--- src/rtl/axi_wr_pkg.sv ---
// Shared AXI write-side constants, FSM state type and AWSIZE encoding helper
// for the AXI-Stream to AXI4 burst writer.
package axi_wr_pkg;

  localparam logic [1:0] AXI_BURST_INCR  = 2'b01;
  localparam logic [1:0] AXI_RESP_OKAY   = 2'b00;
  localparam logic [1:0] AXI_RESP_EXOKAY = 2'b01;
  localparam logic [1:0] AXI_RESP_SLVERR = 2'b10;
  localparam logic [1:0] AXI_RESP_DECERR = 2'b11;

  typedef enum logic [1:0] {FILL, AW, W, B} wr_state_t;

  // AWSIZE is log2 of the number of bytes per beat.
  function automatic logic [2:0] axi_size(input int unsigned strb_width);
    logic [2:0] size;
    size = 3'd0;
    for (int i = 0; i < 8; i++) begin
      if ((32'd1 << i) == strb_width) size = 3'(i);
    end
    return size;
  endfunction

endpackage

--- src/rtl/axis_to_axi_wr_packer.sv ---
// Little-endian byte packer: collects bytes into a word and emits it, with its
// strobe mask, as a one-cycle registered commit when the word fills or on tlast.
module axis_byte_packer
  import axi_wr_pkg::*;
#(
  parameter int DATA_WIDTH = 32,
  parameter int STRB_WIDTH = DATA_WIDTH / 8
) (
  input  logic                  clk,
  input  logic                  rst_n,
  input  logic                  clr,
  input  logic [7:0]            s_byte,
  input  logic                  s_valid,
  input  logic                  s_last,
  output logic                  word_end,
  output logic [DATA_WIDTH-1:0] word_p1,
  output logic [STRB_WIDTH-1:0] strb_p1,
  output logic                  vld_p1,
  output logic                  last_p1
);

  localparam int IDX_W = (STRB_WIDTH > 1) ? $clog2(STRB_WIDTH) : 1;

  logic [IDX_W-1:0]      byte_idx;
  logic [DATA_WIDTH-1:0] lanes;
  logic [DATA_WIDTH-1:0] merged;
  logic [STRB_WIDTH-1:0] mask;

  assign word_end = (byte_idx == IDX_W'(STRB_WIDTH - 1));

  // Lanes above byte_idx are already zero because the lane register clears on commit.
  always_comb begin
    merged = lanes;
    merged[{byte_idx, 3'b000} +: 8] = s_byte;
    mask = '0;
    for (int i = 0; i < STRB_WIDTH; i++) mask[i] = (i <= int'(byte_idx));
  end

  // p0 -> p1: committed word boundary
  always_ff @(posedge clk or negedge rst_n) begin
    if (!rst_n) begin
      byte_idx <= '0;
      lanes    <= '0;
      word_p1  <= '0;
      strb_p1  <= '0;
      vld_p1   <= 1'b0;
      last_p1  <= 1'b0;
    end else begin
      vld_p1 <= 1'b0;
      if (clr) begin
        byte_idx <= '0;
        lanes    <= '0;
      end else if (s_valid) begin
        if (word_end || s_last) begin
          word_p1  <= merged;
          strb_p1  <= mask;
          vld_p1   <= 1'b1;
          last_p1  <= s_last;
          lanes    <= '0;
          byte_idx <= '0;
        end else begin
          lanes    <= merged;
          byte_idx <= byte_idx + IDX_W'(1);
        end
      end
    end
  end

endmodule

--- src/rtl/axis_to_axi_wr.sv ---
// AXI-Stream byte input packed into DATA_WIDTH words and written to memory with
// AXI4 INCR bursts. Optional frame byte counter: define AXIS_WR_BYTE_CNT_EN.
module axis_to_axi_wr
  import axi_wr_pkg::*;
#(
  parameter int DATA_WIDTH = 32,
  parameter int ADDR_WIDTH = 16,
  parameter int STRB_WIDTH = DATA_WIDTH / 8,
  parameter int ID_WIDTH   = 8,
  parameter int BURST_LEN  = 16,
  parameter logic [ADDR_WIDTH-1:0] BASE_ADDR = '0
) (
  input  logic                  clk,
  input  logic                  rst_n,
  input  logic [7:0]            s_axis_tdata,
  input  logic                  s_axis_tvalid,
  output logic                  s_axis_tready,
  input  logic                  s_axis_tlast,
  output logic [ID_WIDTH-1:0]   m_axi_awid,
  output logic [ADDR_WIDTH-1:0] m_axi_awaddr,
  output logic [7:0]            m_axi_awlen,
  output logic [2:0]            m_axi_awsize,
  output logic [1:0]            m_axi_awburst,
  output logic                  m_axi_awvalid,
  input  logic                  m_axi_awready,
  output logic [DATA_WIDTH-1:0] m_axi_wdata,
  output logic [STRB_WIDTH-1:0] m_axi_wstrb,
  output logic                  m_axi_wlast,
  output logic                  m_axi_wvalid,
  input  logic                  m_axi_wready,
  input  logic [ID_WIDTH-1:0]   m_axi_bid,
  input  logic [1:0]            m_axi_bresp,
  input  logic                  m_axi_bvalid,
  output logic                  m_axi_bready,
  output logic                  frame_done,
  output logic                  wr_err,
`ifdef AXIS_WR_BYTE_CNT_EN
  output logic [ADDR_WIDTH:0]   frame_bytes,
`endif
  output logic [ADDR_WIDTH-1:0] wr_addr
);

  localparam int CNT_W       = $clog2(BURST_LEN + 1);
  localparam int BEAT_W      = (BURST_LEN > 1) ? $clog2(BURST_LEN) : 1;
  localparam int BURST_BYTES = BURST_LEN * STRB_WIDTH;
  localparam logic [ADDR_WIDTH-1:0] ROUND_ADD  = ADDR_WIDTH'(BURST_BYTES - 1);
  localparam logic [ADDR_WIDTH-1:0] ALIGN_MASK = ~ROUND_ADD;

  wr_state_t             state;
  logic [CNT_W-1:0]      word_cnt;
  logic [BEAT_W-1:0]     beat;
  logic                  frame_end;
  logic                  hold;
  logic [STRB_WIDTH-1:0] tail_strb;
  logic [DATA_WIDTH-1:0] buffer [BURST_LEN];

  logic                  pk_word_end;
  logic [DATA_WIDTH-1:0] pk_word_p1;
  logic [STRB_WIDTH-1:0] pk_strb_p1;
  logic                  pk_vld_p1;
  logic                  pk_last_p1;
  logic                  acc;
  logic                  closing;
  logic                  b_done;
  logic [ADDR_WIDTH-1:0] used_bytes;
  logic [ADDR_WIDTH-1:0] next_seq;
  logic [ADDR_WIDTH-1:0] next_frame;
  logic                  bid_unused;

  assign m_axi_awid    = '0;
  assign m_axi_awsize  = axi_size(STRB_WIDTH);
  assign m_axi_awburst = AXI_BURST_INCR;
  assign bid_unused    = ^m_axi_bid;

  assign acc    = s_axis_tvalid && s_axis_tready;
  assign b_done = (state == B) && m_axi_bvalid;
  // A word still in the packer's output register is counted so input stops on time.
  assign closing = acc && (s_axis_tlast ||
                   (pk_word_end && ((word_cnt + CNT_W'(pk_vld_p1)) == CNT_W'(BURST_LEN - 1))));

  assign used_bytes = ADDR_WIDTH'(32'(word_cnt) * 32'(STRB_WIDTH));
  assign next_seq   = wr_addr + used_bytes;
  assign next_frame = (wr_addr + used_bytes + ROUND_ADD) & ALIGN_MASK;

  function automatic logic [STRB_WIDTH-1:0] beat_strb(input logic is_last, input logic fr_end,
                                                       input logic [STRB_WIDTH-1:0] tail);
    return (is_last && fr_end) ? tail : '1;
  endfunction

  axis_byte_packer #(
    .DATA_WIDTH (DATA_WIDTH),
    .STRB_WIDTH (STRB_WIDTH)
  ) u_packer (
    .clk      (clk),
    .rst_n    (rst_n),
    .clr      (b_done),
    .s_byte   (s_axis_tdata),
    .s_valid  (acc),
    .s_last   (s_axis_tlast),
    .word_end (pk_word_end),
    .word_p1  (pk_word_p1),
    .strb_p1  (pk_strb_p1),
    .vld_p1   (pk_vld_p1),
    .last_p1  (pk_last_p1)
  );

  // p1 -> buffer: committed words land at word_cnt
  always_ff @(posedge clk) begin
    if (pk_vld_p1) buffer[word_cnt[BEAT_W-1:0]] <= pk_word_p1;
  end

`ifdef AXIS_WR_BYTE_CNT_EN
  logic [ADDR_WIDTH:0] fb_cnt;

  always_ff @(posedge clk or negedge rst_n) begin
    if (!rst_n) begin
      fb_cnt      <= '0;
      frame_bytes <= '0;
    end else if (b_done && frame_end) begin
      frame_bytes <= fb_cnt;
      fb_cnt      <= '0;
    end else if (acc) begin
      fb_cnt <= fb_cnt + 1'b1;
    end
  end
`endif

  always_ff @(posedge clk or negedge rst_n) begin
    if (!rst_n) begin
      state         <= FILL;
      wr_addr       <= BASE_ADDR;
      word_cnt      <= '0;
      beat          <= '0;
      frame_end     <= 1'b0;
      hold          <= 1'b0;
      tail_strb     <= '0;
      s_axis_tready <= 1'b0;
      m_axi_awvalid <= 1'b0;
      m_axi_awaddr  <= '0;
      m_axi_awlen   <= '0;
      m_axi_wvalid  <= 1'b0;
      m_axi_wdata   <= '0;
      m_axi_wstrb   <= '0;
      m_axi_wlast   <= 1'b0;
      m_axi_bready  <= 1'b0;
      frame_done    <= 1'b0;
      wr_err        <= 1'b0;
    end else begin
      frame_done <= 1'b0;
      if (pk_vld_p1) begin
        word_cnt  <= word_cnt + CNT_W'(1);
        tail_strb <= pk_strb_p1;
        if (pk_last_p1) frame_end <= 1'b1;
      end
      case (state)
        FILL: begin
          if (closing) begin
            s_axis_tready <= 1'b0;
            hold          <= 1'b1;
          end else if (!hold) begin
            s_axis_tready <= 1'b1;
          end
          if ((word_cnt == CNT_W'(BURST_LEN)) || frame_end) begin
            state         <= AW;
            m_axi_awvalid <= 1'b1;
            m_axi_awaddr  <= wr_addr;
            m_axi_awlen   <= 8'(word_cnt - CNT_W'(1));
          end
        end
        AW: begin
          if (m_axi_awready) begin
            state         <= W;
            m_axi_awvalid <= 1'b0;
            m_axi_wvalid  <= 1'b1;
            beat          <= '0;
            m_axi_wdata   <= buffer[0];
            m_axi_wlast   <= (word_cnt == CNT_W'(1));
            m_axi_wstrb   <= beat_strb(word_cnt == CNT_W'(1), frame_end, tail_strb);
          end
        end
        W: begin
          if (m_axi_wready) begin
            if (m_axi_wlast) begin
              state        <= B;
              m_axi_wvalid <= 1'b0;
              m_axi_wlast  <= 1'b0;
              m_axi_wstrb  <= '0;
              m_axi_bready <= 1'b1;
            end else begin
              beat        <= beat + BEAT_W'(1);
              m_axi_wdata <= buffer[beat + BEAT_W'(1)];
              m_axi_wlast <= ((CNT_W'(beat) + CNT_W'(2)) == word_cnt);
              m_axi_wstrb <= beat_strb((CNT_W'(beat) + CNT_W'(2)) == word_cnt,
                                       frame_end, tail_strb);
            end
          end
        end
        B: begin
          if (m_axi_bvalid) begin
            if (m_axi_bresp != AXI_RESP_OKAY) wr_err <= 1'b1;
            wr_addr       <= frame_end ? next_frame : next_seq;
            frame_done    <= frame_end;
            word_cnt      <= '0;
            frame_end     <= 1'b0;
            hold          <= 1'b0;
            m_axi_bready  <= 1'b0;
            s_axis_tready <= 1'b1;
            state         <= FILL;
          end
        end
        default: state <= FILL;
      endcase
    end
  end

endmodule
--- config.mk ---
export PLATFORM = sky130hd
export DESIGN_NAME = axis_to_axi_wr
export DESIGN_NICKNAME = d
export VERILOG_FILES = /design/src/rtl/axi_wr_pkg.sv /design/src/rtl/axis_to_axi_wr_packer.sv /design/src/rtl/axis_to_axi_wr.sv
export SDC_FILE = /design/constraint.sdc
export NUM_CORES = 1
export LEC_CHECK = 0
export ABC_AREA = 1
export CORE_UTILIZATION = 40
export DETAILED_ROUTE_END_ITERATION = 8
export DONT_BUFFER_PORTS = 1
export GPL_ROUTABILITY_DRIVEN = 1
export PLACE_DENSITY = 0.61
export SETUP_SLACK_MARGIN = 0.5
export SYNTH_ARGS = -nofsm -noshare
export SYNTH_HDL_FRONTEND = slang
export SYNTH_HIERARCHICAL = 1
export SYNTH_SLANG_ARGS = --single-unit
export TNS_END_PERCENT = 50
--- constraint.sdc ---
create_clock -name clk -period 6.7 [get_ports clk]
set_input_delay 2.01 -clock clk [delete_from_list [all_inputs] [get_ports clk]]
set_output_delay 2.01 -clock clk [all_outputs]
set_load 0.005 [all_outputs]
# ---- After elaboration in Yosys (flattened, before gate mapping)
# Memory sizes are Yosys's and may differ from the RTL's.
# Index checks and enable logic that the tools add are counted.
dict set report op_classes {
  n_addsub 9
  magnitude_cmp 3
  n_eq_ne 16
  shift 2
  muxes 63
  bitwise_logic 1
  reduce_logical 28
}
# operator n
set op_table {}
lappend op_table {{two-way mux 32 bit} 6}
lappend op_table {{case mux 32 bit (2 select lines)} 1}
lappend op_table {{bitwise mux 32 bit} 1}
lappend op_table {{two-way mux 4 bit} 8}
lappend op_table {{variable shift 8 x 7 -> 32 bit (first input constant)} 1}
lappend op_table {{indexed part select 8 x 7 -> 32 bit} 1}
lappend op_table {{two-way mux 1 bit} 26}
lappend op_table {{AND reduction 3 bit} 6}
lappend op_table {{adder 16 x 6 -> 16 bit (second input constant)} 1}
lappend op_table {{adder 16 x 7 -> 16 bit} 1}
lappend op_table {{two-way mux 16 bit} 1}
lappend op_table {{two-way mux 2 bit} 8}
lappend op_table {{case mux 4 bit (2 select lines)} 2}
lappend op_table {{two-way mux 5 bit} 3}
lappend op_table {{inequality test 2 bit (second input constant)} 7}
lappend op_table {{case mux 1 bit (2 select lines)} 6}
lappend op_table {{AND reduction 4 bit} 3}
lappend op_table {{nonzero test 2 bit} 6}
lappend op_table {{case mux 2 bit (4 select lines)} 1}
lappend op_table {{negator 5 -> 7 bit} 1}
lappend op_table {{== test 2 bit (second input constant)} 3}
lappend op_table {{logical AND 1 bit} 6}
lappend op_table {{subtractor 5 x 1 -> 6 bit (second input constant)} 1}
lappend op_table {{adder 4 x 2 -> 5 bit (second input constant)} 1}
lappend op_table {{17 further kinds} 21}
dict set report word_totals {
  register_bits 172
  ramBits 512
  inputBits 25
  output_inout_bits 96
  mem_count 1
}
# name depth word_bits read_ports rd_ports_with_merged_regs write_ports line_no
set mem_list {}
lappend mem_list {buffer 16 32 2 0 1 axis_to_axi_wr.sv:55} ;# logic [DATA_WIDTH-1:0] buffer [BURST_LEN];

# ---- Longest topological paths before layout
# Gate-level depths: netlist of run 1.
dict set report depth {
  ltp_word 7
  depth_mapped 17
  depth_no_buf 17
}

# ---- By module
# The synthesis of run 1 kept the hierarchy.
# mod n_inst cells_each area_each_um2
set modules_own_cells {}
lappend modules_own_cells {axis_to_axi_wr 1 2153 25162.9}
lappend modules_own_cells {axis_byte_packer 1 452 3402.0}

# ---- Worst setup path before layout of run 1
# OpenSTA, ideal clock, no wires.
dict set report synth_path {
  path_type {input-to-reg}
  startpoint {in m_axi_awready}
  endpoint {reg m_axi_wdata[10]}
  setup_ns 0.117
  arrival_time_ns 3.012
  required_ns 6.583
  path_slack_ns 3.572
  stages 8
  n_path_buf 1
  path_cell_list {or2_2 -> nand2_1 -> a21oi_2 -> nand2_1 -> buf_1 -> a21oi_1 -> nand2_1 -> nand2_1}
}
dict set report synth_between {
  elab_chain_cells 2
}
# item line_no
set synth_lines {}
lappend synth_lines {{start, declared} axis_to_axi_wr.sv:25} ;# input logic m_axi_awready,
lappend synth_lines {{inequality test 2 bit (no line)} n/a}
lappend synth_lines {{AND reduction 4 bit (no line)} n/a}
lappend synth_lines {{end signal, assigned} axis_to_axi_wr.sv:176} ;# m_axi_wdata <= buffer[0];
lappend synth_lines {{end signal, assigned} axis_to_axi_wr.sv:191} ;# m_axi_wdata <= buffer[beat + BEAT_W'(1)];
lappend synth_lines {{end, declared} axis_to_axi_wr.sv:26} ;# output logic [DATA_WIDTH-1:0] m_axi_wdata,
# Every way passes these cells.
# A chain may end at the register's enable or synchronous reset.

# ---- Worst setup path in the final report of run 1
dict set report layout_path {
  startpoint {in m_axi_bvalid}
  endpoint {reg u_packer.strb_p1[0]}
}
dict set report layout_between {
  elab_chain_cells 3
}
# item line_no
set layout_lines {}
lappend layout_lines {{start, declared} axis_to_axi_wr.sv:33} ;# input logic m_axi_bvalid,
lappend layout_lines {{logical AND 1 bit} axis_to_axi_wr.sv:76} ;# assign b_done = (state == B) && m_axi_bvalid;
lappend layout_lines {{inverter 1 bit (no line)} n/a}
lappend layout_lines {{AND reduction 3 bit (no line)} n/a}
lappend layout_lines {{end signal, assigned} axis_to_axi_wr_packer.sv:56} ;# strb_p1 <= mask;
lappend layout_lines {{end, declared} axis_to_axi_wr_packer.sv:17} ;# output logic [STRB_WIDTH-1:0] strb_p1,
# Every way passes these cells.

==> results of run 1 <==
==> worst reg2reg max path, delay by kind of cell (launching register included) <==
| kind | cells | cell delay [ns] |
|---|---|---|
| AO/OA/AOI/OAI | 4 | 0.82 |
| flip-flops | 1 | 0.54 |
| buffers and inverters | 3 | 1.46 |
| adder cells (fa/ha/maj) | 1 | 0.46 |
| AND/OR/NAND/NOR | 2 | 0.26 |
==> state kept, by name, summed over array words and instances (netlist names), 2 cells and up <==
register	flops
buffer	512
m_axi_wdata	32
u_packer/lanes	32
u_packer/word_p1	32
m_axi_awaddr	14
wr_addr	14
m_axi_awlen	6
word_cnt	5
beat	4
m_axi_wstrb	4
tail_strb	4
u_packer/strb_p1	4
state	2
u_packer/byte_idx	2
==> path summary, 6_finish.rpt <==
kind | endpoint | slack [ns] | cells after the start
worst max-delay path | u_packer/strb_p1[0]$_DFFE_PN0P_ | 2.87 | 6
worst min-delay path | u_packer/strb_p1[0]$_DFFE_PN0P_ | 0.47 | 1
worst max register to register | m_axi_wdata[0]$_DFFE_PN0P_ | 3.12 | 10
worst min register to register | u_packer/strb_p1[0]$_DFFE_PN0P_ | 0.47 | 1
max in group asynchronous | m_axi_wdata[1]$_DFFE_PN0P_ | 5.34 | 0
min in group asynchronous | m_axi_wdata[23]$_DFFE_PN0P_ | 1.08 | 0
==> layout by cell type (no fill, tap or decap), types with 76 or more instances in the layout <==
master	Yosys	layout
sky130_fd_sc_hd__clkbuf_16	0	76
sky130_fd_sc_hd__nand3_1	79	79
sky130_fd_sc_hd__o21ai_0	297	297
sky130_fd_sc_hd__inv_1	97	95
sky130_fd_sc_hd__nor2_1	351	335
sky130_fd_sc_hd__edfxtp_1	512	512
sky130_fd_sc_hd__a21oi_1	97	97
sky130_fd_sc_hd__dfrtp_1	166	165
sky130_fd_sc_hd__nand2_1	548	547
sky130_fd_sc_hd__o22ai_1	91	91
==> power by group through the flow <==
stage | Clock (mW) | Sequential [mW] | Combinational [mW]
3_3_place_gp | 0 | 5.54 | 4.25
5_1_grt | 4.09 | 5.53 | 4.91
4_1_cts | 3.93 | 5.48 | 4.39
6_report | 3.87 | 5.47 | 4.38
3_5_place_dp | 0 | 5.57 | 4.37
2_1_floorplan | 0 | 5.37 | 3.24
==> per-layer routing <==
layer | track usage (%) | vias to the layer above
met1 | 26.43 | 9482
met4 | 8.075 | 0
met3 | 3.277 | 116
li1 | - | 8970
met5 | 0 | -
met2 | 33.07 | 655
==> cell families after synthesis <==
kind of cell             Yosys count  synth area share, %
buffers and inverters            271                4.328
flip-flops                       678                68.37
AND/OR/NAND/NOR                 1006                13.86
XOR/XNOR                          11               0.3636
adder cells (fa/ha/maj)           27                1.209
AO/OA/AOI/OAI                    610                11.84
other                              2              0.02629
==> cell type report <==
| type | count | area share, % |
|---|---|---|
| Sequential cell | 678 | 61.68 |
| Tap cell | 940 | 3.714 |
| Timing Repair Buffer | 28 | 0.7428 |
| Clock inverter | 35 | 0.9128 |
| Clock buffer | 100 | 6.354 |
| Inverter | 109 | 1.312 |
| Multi-Input combinational cell | 1671 | 25.28 |
==> stage by stage <==
stage	hold WS, ns	utilization (%)	cell area, µm²
after floorplan	0.4400	-	28620
after global placement	0.4552	41.72	29360
after detailed placement	0.4546	41.72	29360
after CTS	0.4690	44.98	31670
after global routing	0.4860	44.98	31670
final	0.4679	44.98	31670
==> impl_metrics.toml, run 1 <==
[synth]
number_of_synthesized_flops_with_an_enable_pin = 512
synth.avg_cell_area_um2 = 10.97
synth-warning-count = 6
syn-instance-count = 2605
synth_ff_type = "sky130_fd_sc_hd__edfxtp_1"
async_flop_share_pct = 24.48
cell_type_with_the_highest_aggregate_area_in_the_netlist = "sky130_fd_sc_hd__edfxtp_1"
synth_top_cells_by_count = "548 x sky130_fd_sc_hd__nand2_1, 512 x sky130_fd_sc_hd__edfxtp_1, 351 x sky130_fd_sc_hd__nor2_1"
ys_seq_area_share_pct = 68.37
synth_most_common_cell = "sky130_fd_sc_hd__nand2_1"
synth_area_leaders = "sky130_fd_sc_hd__edfxtp_1 54%, sky130_fd_sc_hd__dfrtp_1 15%, sky130_fd_sc_hd__nand2_1 7.2%, sky130_fd_sc_hd__o21ai_0 5.2%, sky130_fd_sc_hd__nor2_1 4.6%"
netlist-cell-type-count = 42
post_synth_instance_area_mm2 = 0.02856
synth_seq_cells = 678
proportion_of_netlist_area_held_by_the_largest_area_contributor_pct = 53.82

[placement]
place.detailed.instances = 3426
place.gp.congestion = 0.8287
pre_cts_slack_ns = 2.239
place_hpwl_um = 38170
placement.io_buffers = 0

[hold_path]
hold_start = "u_packer/strb_p1[0]$_DFFE_PN0P_"
min_path_type = "reg2reg"

[worst_setup_path]
critPathLaunch = "m_axi_bvalid"
critPathArrivalTime_ns = 4.33
source_of_the_worst_register_to_register_timing_path = "beat[0]$_DFFE_PN0P_"
timing.critical_path.fanout_max = 37
critical_path.startpoint_type = "input pin"
cp_max_stage_delay_ns = 0.76
critical_path.top_delay_family = "simple AND/OR/NAND/NOR gates"
critical_path_class = "in2reg"
path_cells = "nand2_1, inv_1, nor2_4, nand2_4, inv_2, or2_2"
critical_path_buf_inv_count = 2
crit_path_end_kind = "flop"
timing.critical_path.slowest_stage_cell = "sky130_fd_sc_hd__inv_1"
cp_data_required_time_ns = 7.20

[drt]
routed_wirelength_um = 73120
via_count = 19223
highest-signal-layer = "met4"
drtPass1Iterations = 5
routed_met2_length_um = 34860
wl_met1_um = 30770
wl_met3_um = 5226
drt_drc_violations_left = 0
drtAntennaViolNets = 0
avgRoutedWirePerCell_um = 20.53
drt_iter0_drc = 1680
routed_via_density = 5.398

[layout]
multi_input_area_mm2 = 0.008005
final_cells = 3561
antennaDiodeCount = 0
final_layout_size_suffix_gt1_share_pct = 6.715
regArea_mm2 = 0.01953
layout.nets = 2613
fill_cells = 6439
syn2layout_area_growth_pct = 10.85

[die]
rows = 97
core_area_mm2 = 0.07039
die-area_mm2 = 0.07248
die_x_um = 269.2
die_height_um = 269.2
start_util_pct = 40.58
io-pin-count = 121

[power]
static-leakage-power_nw = 12.00
worst_ir_drop_vdd_mv = 0.3360
p_seq_share_pct = 39.9
switching_power_mw = 5.171
power.total_mw = 13.72
p_int_mw = 8.547
combinational_group_share_of_total_power_pct = 32.0
power-per-cell-area_mw_per_mm2 = 433.2
clock_power_share_pct = 28.2
sw_frac_of_total_pct = 37.70

[clocking]
cts_hold_repair.buffers = 0
cts.reportedPaths.clkPinSlew_ns = 0.06
cts-buffers-inserted = 73
clkLatencyLatePin_ns = 0.63
cts_tree = "done"
cts_post_setup_buffers_inserted = 0
ctsLongestPathBuffers = 3
cts_sinks = 678
cts_root_buf = "sky130_fd_sc_hd__clkbuf_16"
resize_count_post_cts = 0
cts_htree_levels = 3

[sta]
clock-skew-final_ns = 0.02506
final-max-slew-violation-count = 0
fmax_mhz = 261.0
tightest_slew_ns = 1.196
relSlewSlack_pct = 20.14
rsz0062_at_grt = "false"
finalSetupTns_ns = 0
setup_viols_final = 0
timing.final.crit_period_ns = 3.831
finalHoldViolations = 0
fin_ws_ns = 2.869
final_min_period_over_clock_period_pct = 57.18

[job]
maxcap_violations = 0

[global_route]
gr-usage-all-layers_pct = 20.07
global_route_wire_length_before_repair_um = 111800
number_of_global_route_vias_before_repair = 19053
grt_max_degree = 184
number_of_antenna_violations_at_the_first_check_in_global_routing = 0
grt.overflow.total = 0

[run_status]
outcome = "finished, final reports clean"
Power figures use the tool's default switching activity.
==> run 2: changes to the inputs <==
--- a/config.mk
+++ b/config.mk
@@ -10,7 +10,7 @@
 export DETAILED_ROUTE_END_ITERATION = 8
 export DONT_BUFFER_PORTS = 1
 export GPL_ROUTABILITY_DRIVEN = 1
-export PLACE_DENSITY = 0.61
+export PLACE_DENSITY = 0.63
 export SETUP_SLACK_MARGIN = 0.5
 export SYNTH_ARGS = -nofsm -noshare
 export SYNTH_HDL_FRONTEND = slang
==> constraint.sdc (replaced) <==
create_clock -name clk -period 3.2 [get_ports clk]
set_input_delay 0.96 -clock clk [delete_from_list [all_inputs] [get_ports clk]]
set_output_delay 0.96 -clock clk [all_outputs]
set_load 0.005 [all_outputs]
==> impl_metrics.toml, run 2 (synthesis gave the netlist of run 1 again) <==
[sta]
finalHoldViolations = 0
worst_hold_slack_ns = 0.05720
finalSetupTns_ns = 0
timing.final.crit_period_ns = 2.596
relSlewSlack_pct = 36.61
final-max-slew-violation-count = 0
fmax_mhz = 385.2
setup_viols_final = 0
final_min_period_over_clock_period_pct = 81.12
clock-skew-final_ns = 0.02827
rsz0062_at_grt = "true"
tightest_slew_ns = 0.9509

[placement]
place.gp.congestion = 0.8502
place_hpwl_um = 38460
placement.io_buffers = 0

[worst_setup_path]
critical_path.top_delay_family = "buffers and inverters"
critical_path.startpoint_type = "flop"
path_cells = "ha_4, clkinv_4, buf_12, o21ai_0, o22ai_1, o21ai_0, o211ai_1, nand2_1, nand2_1"
timing.critical_path.slowest_stage_cell = "sky130_fd_sc_hd__dfrtp_4"
critPathArrivalTime_ns = 3.08
cp_max_stage_delay_ns = 0.53
timing.critical_path.fanout_max = 71
crit_path_end_kind = "flop"
internal_reg_to_reg_setup_slack_ns = 0.60
critical_path_buf_inv_count = 2
cp_data_required_time_ns = 3.68
critical_path_class = "reg2reg"

[drt]
routed_wirelength_um = 71400
drt_drc_violations_left = 0
avgRoutedWirePerCell_um = 20.01
routed_via_density = 5.417
drt_iter0_drc = 1820
drtAntennaViolNets = 0
drtPass1Iterations = 5
via_count = 19327

[clocking]
cts_hold_repair.buffers = 0
cts_root_buf = "sky130_fd_sc_hd__clkbuf_16"
cts_htree_levels = 3
cts.reportedPaths.clkPinSlew_ns = 0.06
cts_tree = "done"
clkLatencyLatePin_ns = 0.61
cts_sinks = 678
cts-buffers-inserted = 69
ctsLongestPathBuffers = 3

[job]
maxcap_violations = 0

[layout]
syn2layout_area_growth_pct = 11.56
layout.nets = 2625
largest_reg_flops = 512
antennaDiodeCount = 0
most-common-layout-cells = "547 x sky130_fd_sc_hd__nand2_1, 512 x sky130_fd_sc_hd__edfxtp_1, 335 x sky130_fd_sc_hd__nor2_1"
final_common_cell = "sky130_fd_sc_hd__nand2_1"
final_layout_size_suffix_gt1_share_pct = 7.192

[die]
die_height_um = 269.2
start_util_pct = 40.58
die_x_um = 269.2
io-pin-count = 121
core_area_mm2 = 0.07039
rows = 97
die-area_mm2 = 0.07248

[run_status]
outcome = "finished, final reports clean"

[power]
power.total_mw = 28.64
static-leakage-power_nw = 12.07
worst_ir_drop_vdd_mv = 0.7153
power-per-cell-area_mw_per_mm2 = 898.7

[global_route]
number_of_global_route_vias_before_repair = 19244
global_route_wire_length_before_repair_um = 110400
grt.overflow.total = 0
grt_max_degree = 191
gr-usage-all-layers_pct = 19.60
number_of_antenna_violations_at_the_first_check_in_global_routing = 0

[hold_path]
min_path_type = "in2async"
[run 2: power breakdown]
group	total (mW)	leakage, nW	switching [mW]	internal, mW
combinational	9.46	4.16	6.54	2.92
clock	7.76	1.07	3.27	4.49
sequential	11.4	6.84	0.898	10.5
[run 2: cell type report]
type / instances / area, µm²
Inverter: 109 / 422.9
Tap cell: 940 / 1176
Fill cell: 6348 / 38520
Multi-Input combinational cell: 1671 / 8008
Clock inverter: 19 / 175.2
Timing Repair Buffer: 44 / 550.5
Sequential cell: 678 / 19530
Clock buffer: 107 / 2002
[run 2: through the flow]
step	instance area, µm²	setup slack [ns]	instances	utilization [%]
final	31870	0.6042	3568	45.27
after global routing	31870	0.4683	3568	45.27
after CTS	31850	0.5276	3567	45.24
after detailed placement	29660	0.3605	3441	42.14
after global placement	29660	0.4299	3441	42.14
after floorplan	28620	0.4358	2620	-
[run 2: routing by layer]
metal	GRT usage, %	share of wire, %
met1	25.62	42
met5	0	0
met2	32.22	47
met4	7.414	2.8
met3	3.883	7.7
[run 2: final timing paths]
check	from	to	cells past startpoint
max in group asynchronous	rst_n	m_axi_wdata[22]$_DFFE_PN0P_	0
hold / removal	rst_n	u_packer/word_p1[3]$_DFFE_PN0P_	0
setup reg to reg	beat[0]$_DFFE_PN0P_	m_axi_wdata[0]$_DFFE_PN0P_	9
min in group clk	u_packer/strb_p1[0]$_DFFE_PN0P_	u_packer/strb_p1[0]$_DFFE_PN0P_	1
setup / recovery	beat[0]$_DFFE_PN0P_	m_axi_wdata[0]$_DFFE_PN0P_	9
hold reg to reg	u_packer/strb_p1[0]$_DFFE_PN0P_	u_packer/strb_p1[0]$_DFFE_PN0P_	1
[run 2: timing repair]
item,CTS,global route
buffers inserted,0,1
setup endpoints to repair,3,21
gates resized for setup,1,4
==> RTL change (flow settings as in run 2) <==
One comparison of `word_cnt` changes from == to >=.
--- a/src/rtl/axis_to_axi_wr.sv
+++ b/src/rtl/axis_to_axi_wr.sv
@@ -161,5 +161,5 @@
             s_axis_tready <= 1'b1;
           end
-          if ((word_cnt == CNT_W'(BURST_LEN)) || frame_end) begin
+          if ((word_cnt >= CNT_W'(BURST_LEN)) || frame_end) begin
             state         <= AW;
             m_axi_awvalid <= 1'b1;
Check against the original RTL: same outputs for any inputs over 4 cycles, from zero or initial values and one cycle with rst_n low; that may be too few to reach the edited logic, so the function may still have changed.
==> RTL change against run 2 <==
Wire length up 3.2%; non-clock buffer count is 5 higher; synthesized area shrank 0.32%; count of clock-buffer cells in the layout decreased by 3; highest routed layer unchanged; critical path type unchanged; via count down 0.43%; worst setup slack improved by 0.082 ns; global-route usage increased by 1.0 points; power down 6.1%; cell area increased by 0.76%; sequential cell count stayed put.
==> RTL change: results (changes against run 2) <==
Cell Count, Final, Fillers Out 3520 (-1.3%); fill cell count 6205 (-2.3%); dpl cell area 29600 um2 (about the same); Leak 12.0 nW (-0.71%); synth cell count leaders nand2_1 (514), edfxtp_1 (512), nor2_1 (342); post-synthesis sequential area ratio 0.686 (+0.00219); met3 routed WL 5750 um (+5.0%); Arrival @ worst endpoint 2.99 ns (-0.09 ns); slowest CP cell dfrtp_1; Synth area leaders edfxtp_1 (54%), dfrtp_1 (15%), nand2_1 (6.8%); GR Util met2 0.342 (+0.0196); DR WL/cell 20.9 um (+4.6%); Fin Hold WS 0.0500 ns (-0.00723 ns); layout cells sized above 1 0.0822 (+0.0103); initial drt markers 1928 (+5.9%); post-place setup slack 0.636 ns (+0.276 ns); PostCTS Resize Cnt 0 (-1); drt pass-1 iters 8 (+3); status completed; Crit path largest cell delay 0.44 ns (-0.09 ns); RD Place Congestion 0.861 (+1.3%); CTS buffer count 70 (+1.4%); synth unique cells 41 (-2.4%); Peak VDD IR 0.684 mV (-4.4%); Worst Path Max Fanout 5 (-93%); Crit path max-delay family simple AND/OR/NAND/NOR gates; metal2 WL 35600 um (+5.3%); Syn Area/Cell 11.2 um2 (+1.9%); fin area 32100 um2 (+0.76%)
[RTL change: logic make-up (layout without fill, tap and decap cells)]
group | Yosys count | in the layout | share of synthesized area
AO/OA/AOI/OAI | 618 | 618 | 0.124
XOR/XNOR | 10 | 10 | 0.00374
adder cells (fa/ha/maj) | 25 | 25 | 0.0112
buffers and inverters | 254 | 270 | 0.0410
flip-flops | 678 | 678 | 0.686
other | 2 | 17 | 0.000264
AND/OR/NAND/NOR | 962 | 962 | 0.134
[RTL change: final cells by class]
cell class                      instances  share of cell area
Clock buffer                          104              0.0646
Multi-Input combinational cell       1632               0.249
Sequential cell                       678               0.608
Clock inverter                         25              0.0114
Tap cell                              940              0.0366
Inverter                               92              0.0109
Timing Repair Buffer                   49              0.0191
[RTL change: final timing paths]
| path | from | to | cells past startpoint |
|---|---|---|---|
| min in group clk | u_packer/lanes[4]$_DFFE_PN0P_ | u_packer/lanes[4]$_DFFE_PN0P_ | 2 |
| worst min-delay path | rst_n | u_packer/word_p1[18]$_DFFE_PN0P_ | 0 |
| max in group asynchronous | rst_n | wr_addr[13]$_DFFE_PN0P_ | 0 |
| worst max register to register | wr_addr[2]$_DFFE_PN0P_ | wr_addr[13]$_DFFE_PN0P_ | 15 |
| worst min register to register | u_packer/lanes[4]$_DFFE_PN0P_ | u_packer/lanes[4]$_DFFE_PN0P_ | 2 |
| worst max-delay path | wr_addr[2]$_DFFE_PN0P_ | wr_addr[13]$_DFFE_PN0P_ | 15 |
[RTL change: where the power goes]
group / switching (W) / total (W) / internal [W]
clock network: 0.00337 / 0.00853 / 0.00516
registers: 0.000889 / 0.0112 / 0.0103
logic: 0.00489 / 0.00716 / 0.00227
total: 0.00915 / 0.0269 / 0.0178
